File: src/rtl/pc_pkg.sv
// Shared definitions for the IF-stage program-counter sequencer and the exception unit.
package pc_pkg;

  typedef enum logic [1:0] {
    PCS_BOOT  = 2'd0,
    PCS_RUN   = 2'd1,
    PCS_FLUSH = 2'd2
  } pc_state_e;

  // The exception unit uses these same vectors, so they live here rather than in the top.
  localparam logic [31:0] PC_RESET_VEC = 32'h0000_0000;
  localparam logic [31:0] PC_EXC_VEC   = 32'h0000_0080;

endpackage

File: src/rtl/pc_next_sel.sv
// Combinational priority selection of next pc, next state, epc load and misalign.
// Optional feature: PC_ALIGN_CHECK_EN turns misaligned redirect targets into exceptions.
module pc_next_sel
  import pc_pkg::*;
#(
  parameter int              PC_W    = 32,
  parameter logic [PC_W-1:0] EXC_VEC = PC_W'(PC_EXC_VEC)
`ifdef PC_ALIGN_CHECK_EN
  ,
  parameter int              STEP    = 4
`endif
) (
  input  pc_state_e         state,
  input  logic [PC_W-1:0]   pc,
  input  logic [PC_W-1:0]   pc_seq,
  input  logic              stall,
  input  logic              redirect,
  input  logic [PC_W-1:0]   redirect_target,
  input  logic              exc_req,
  output logic [PC_W-1:0]   pc_next,
  output pc_state_e         state_next,
  output logic              epc_load,
  output logic [PC_W-1:0]   epc_next,
  output logic              misalign_next
);

`ifdef PC_ALIGN_CHECK_EN
  localparam logic [PC_W-1:0] ALIGN_MASK = PC_W'(STEP - 1);
  logic bad_target;
  assign bad_target = |(redirect_target & ALIGN_MASK);
`endif

  always_comb begin
    pc_next       = pc;
    state_next    = state;
    epc_load      = 1'b0;
    epc_next      = pc;
    misalign_next = 1'b0;
    unique case (state)
      PCS_BOOT: state_next = PCS_RUN;
      PCS_RUN, PCS_FLUSH: begin
        // RUN and FLUSH share the redirect priority; only the fall-through differs.
        if (exc_req) begin
          pc_next    = EXC_VEC;
          epc_load   = 1'b1;
          state_next = PCS_FLUSH;
        end else if (redirect) begin
          pc_next    = redirect_target;
          state_next = PCS_FLUSH;
`ifdef PC_ALIGN_CHECK_EN
          if (bad_target) begin
            pc_next       = EXC_VEC;
            epc_load      = 1'b1;
            epc_next      = redirect_target;
            misalign_next = 1'b1;
          end
`endif
        end else if (state == PCS_RUN) begin
          if (!stall) pc_next = pc_seq;
        end else begin
          state_next = PCS_RUN;
        end
      end
      default: state_next = PCS_BOOT;
    endcase
  end

endmodule

File: src/rtl/pc_sequencer.sv
// IF-stage program-counter sequencer: state, pc, epc and misalign registers.
// Optional feature: PC_ALIGN_CHECK_EN enables the redirect target alignment check.
module pc_sequencer
  import pc_pkg::*;
#(
  parameter int              PC_W      = 32,
  parameter logic [PC_W-1:0] RESET_VEC = PC_W'(PC_RESET_VEC),
  parameter logic [PC_W-1:0] EXC_VEC   = PC_W'(PC_EXC_VEC),
  parameter int              STEP      = 4
) (
  input  logic            clock,
  input  logic            reset,
  input  logic            stall,
  input  logic            redirect,
  input  logic [PC_W-1:0] redirect_target,
  input  logic            exc_req,
  output logic [PC_W-1:0] pc,
  output logic [PC_W-1:0] pc_seq,
  output logic            pc_valid,
  output logic [PC_W-1:0] epc,
  output logic            misalign
);

  localparam logic [PC_W-1:0] STEP_INC = PC_W'(STEP);

  pc_state_e       state, state_next;
  logic [PC_W-1:0] pc_next, epc_next;
  logic            epc_load, misalign_next;

  assign pc_seq   = pc + STEP_INC;
  assign pc_valid = (state == PCS_RUN);

  pc_next_sel #(
    .PC_W    (PC_W),
    .EXC_VEC (EXC_VEC)
`ifdef PC_ALIGN_CHECK_EN
    ,
    .STEP    (STEP)
`endif
  ) u_next_sel (
    .state           (state),
    .pc              (pc),
    .pc_seq          (pc_seq),
    .stall           (stall),
    .redirect        (redirect),
    .redirect_target (redirect_target),
    .exc_req         (exc_req),
    .pc_next         (pc_next),
    .state_next      (state_next),
    .epc_load        (epc_load),
    .epc_next        (epc_next),
    .misalign_next   (misalign_next)
  );

  always_ff @(posedge clock or posedge reset) begin
    if (reset) begin
      state    <= PCS_BOOT;
      pc       <= RESET_VEC;
      epc      <= '0;
      misalign <= 1'b0;
    end else begin
      state    <= state_next;
      pc       <= pc_next;
      misalign <= misalign_next;
      if (epc_load) epc <= epc_next;
    end
  end

endmodule
File: config.mk
export PLATFORM = sky130hd
export DESIGN_NAME = pc_sequencer
export DESIGN_NICKNAME = d
export VERILOG_FILES = /design/src/rtl/pc_pkg.sv /design/src/rtl/pc_next_sel.sv /design/src/rtl/pc_sequencer.sv
export SDC_FILE = /design/constraint.sdc
export NUM_CORES = 1
export LEC_CHECK = 0
export CAP_MARGIN = 40
export CELL_PAD_IN_SITES_DETAIL_PLACEMENT = 1
export CELL_PAD_IN_SITES_GLOBAL_PLACEMENT = 1
export CORE_UTILIZATION = 36
export DETAILED_ROUTE_END_ITERATION = 12
export HOLD_SLACK_MARGIN = 0.15
export PLACE_DENSITY = 0.91
export SETUP_SLACK_MARGIN = 0.4
export SLEW_MARGIN = 15
export SYNTH_ARGS = -nofsm -noshare
export SYNTH_HDL_FRONTEND = slang
export SYNTH_SLANG_ARGS = --single-unit
File: constraint.sdc
create_clock -name clock -period 5.52 [get_ports clock]
set_input_delay 1.104 -clock clock [delete_from_list [all_inputs] [get_ports clock]]
set_output_delay 1.104 -clock clock [all_outputs]
set_load 0.05 [all_outputs]
==> impl_metrics.py <==
metrics = {
    "placed_design": {
        "place_ws_ns": 1.24,
        "io_buffers": 133,
        "place.gp.congestion": 0.839,
        "dp_hpwl_um": 9380,
        "placed_area_mm2": 0.00510,
        "dpl.cell_count": 624,
    },
    "route": {
        "wl_per_cell_um": 20.3,
        "viasPerCell": 5.58,
        "drtIter0Drc": 128,
        "wl_um": 13000,
        "antenna_violating_nets_post_route": 0,
        "first_pass_iters": 4,
        "vias": 3571,
        "drc_errors": 0,
    },
    "sta": {
        "finalCriticalPeriod_ns": 4.72,
        "fmax_mhz": 212,
        "final.setup.tns_ns": 0,
        "rsz0062_at_grt": "false",
        "relSlewSlack": 0.388,
        "hold_ws_ns": 0.488,
        "finalHoldViolations": 0,
        "drv_slew": 0,
        "fin_skew_ns": 0.0137,
        "finalWorstSetupSlack_ns": 0.801,
        "setup_violations": 0,
        "fin_crit_sh": 0.855,
        "worstMarginPinSlew_ns": 0.912,
    },
    "floorplan": {
        "placementRows": 36,
        "die_x_um": 103,
        "initial_core_util": 0.373,
        "dieHeight_um": 103,
        "ios": 135,
        "core_area_mm2": 0.00982,
        "die-area_mm2": 0.0106,
    },
    "global_routing": {
        "grt_pass1_vias": 3841,
        "antenna_found_initial": 0,
        "overflow": 0,
        "grt_usage": 0.254,
        "grt_max_degree": 45,
        "grt_pass1_wl_um": 20100,
    },
    "clock_network": {
        "clock-root-buffer": "clkbuf_8",
        "tritoncts": "built",
        "cts_max_path_buffers": 2,
        "cts_resized": 0,
        "cts_sinks": 66,
        "cts_hold_buf": 0,
        "path_clk_slew_ns": 0.08,
        "postCtsSetupRepairBufs": 0,
        "cts_buffers": 9,
        "worstSkewPairLatency_ns": 0.36,
        "htree_levels": 3,
    },
    "cells_and_area": {
        "mostFrequentLayoutCells": "clkdlybuf4s50_1, dfrtp_1, nand2_1",
        "design_area_mm2": 0.00529,
        "final_cells": 640,
        "finalNetCount": 543,
        "fill_cells": 1152,
        "layout_commonest_cell": "clkdlybuf4s50_1",
        "diodes": 0,
        "drive_above_1_share": 0.116,
        "area_growth_pct": 44.3,
    },
    "yosys": {
        "async_flop_share": 1.00,
        "synth-seq-cells": 66,
        "synth_fp_nets": 422,
        "netlist_area_mm2": 0.00366,
        "netlist_instances": 381,
        "yosysSeqAreaShare": 0.451,
        "synth_edf_count": 0,
        "synth.distinct_cells": 49,
        "yosysWarnings": 0,
        "syn_area_per_cell_um2": 9.62,
        "synth_flop_cell": "dfrtp_1",
    },
    "power": {
        "p_per_area_mw_per_mm2": 708,
        "p_leak_nw": 2.16,
        "ir_drop_mv": 0.311,
    },
    "min_path": {
        "hold_class": "reg2reg",
    },
    "worst_setup_path": {
        "cp_max_fo": 11,
        "end_kind": "output port",
        "critPathKind": "reg2out",
        "cp-start-kind": "flip-flop",
        "cp.required_ns": 4.42,
        "arrival_ns": 3.61,
    },
    "status": {
        "status": "finished, final reports clean",
    },
    "flow_run": {
        "maxCapViolCount": 0,
    },
}
sequential cells by signal, summed over array words and instances, names as in the netlist:
register  flops
pc           32
state         2
epc          32
power breakdown:
group          switching [mW]  internal (mW)
Sequential              0.277          0.679
Clock                   0.199          0.207
Combinational            1.57          0.812
Total                    2.05           1.70
through the flow:
stage / total power, mW / utilization
4_1_cts: 3.76 / 0.539
2_1_floorplan: 2.48 / -
6_report: 3.75 / 0.539
3_3_place_gp: 3.22 / 0.516
5_1_grt: 3.91 / 0.539
3_5_place_dp: 3.34 / 0.520
logic make-up after synthesis:
kind of cell / synth area share
XOR/XNOR: 0.0669
AO/OA/AOI/OAI: 0.148
buffers and inverters: 0.0529
flip-flops: 0.451
AND/OR/NAND/NOR: 0.187
multiplexers: 0.0792
other: 0.00102
adder cells (fa/ha/maj): 0.0137
metal layers:
layer  part of all wire  track usage
met1               0.40        0.305
met2               0.52        0.435
met3              0.050       0.0536
met4              0.029        0.120
met5                  0            0
cell type report:
class	count	area [µm²]	area share
Multi-Input combinational cell	271	1830	0.345
Sequential cell	66	1650	0.312
Clock inverter	5	55.1	0.0104
Tap cell	133	166	0.0315
Timing Repair Buffer	140	1410	0.266
Inverter	14	52.6	0.00993
Clock buffer	11	131	0.0248
cells in the mapped netlist (all sizes together), types with 4 or more instances:
cell	instances	area (µm²)
a21oi	22	110
a22oi	11	82.6
buf	13	77.6
clkbuf	17	63.8
dfrtp	66	1650
ha	4	50.1
inv	14	52.6
mux2	24	270
nand2	32	123
nand3	22	115
nand4	15	121
nor2	25	93.8
nor3	7	40.0
nor4	4	40.0
o21ai	27	135
o22ai	6	37.5
o311ai	10	87.6
o31ai	4	30.0
xnor2	21	184
xor2	7	61.3
path summary, 6_finish.rpt:
check / from / end / slack [ns] / cells after the start
setup / recovery: pc[3] / pc_seq[24] / 0.80 / 6
hold / removal: epc[6] / epc[6] / 0.49 / 2
setup reg to reg: pc[3] / pc[26] / 2.78 / 6
hold reg to reg: epc[6] / epc[6] / 0.49 / 2
max in group asynchronous: reset / epc[20] / 3.46 / 3
min in group asynchronous: reset / epc[15] / 1.10 / 2
worst max-delay path, stage by stage, from the launching register on:
cell	delay (ns)
dfrtp_1	0.46
ha_1	0.28
nand3_1	0.34
nor3_2	0.76
nand4_1	0.29
xnor2_1	0.27
clkdlybuf4s50_1	0.84
Power figures use the tool's default switching activity.
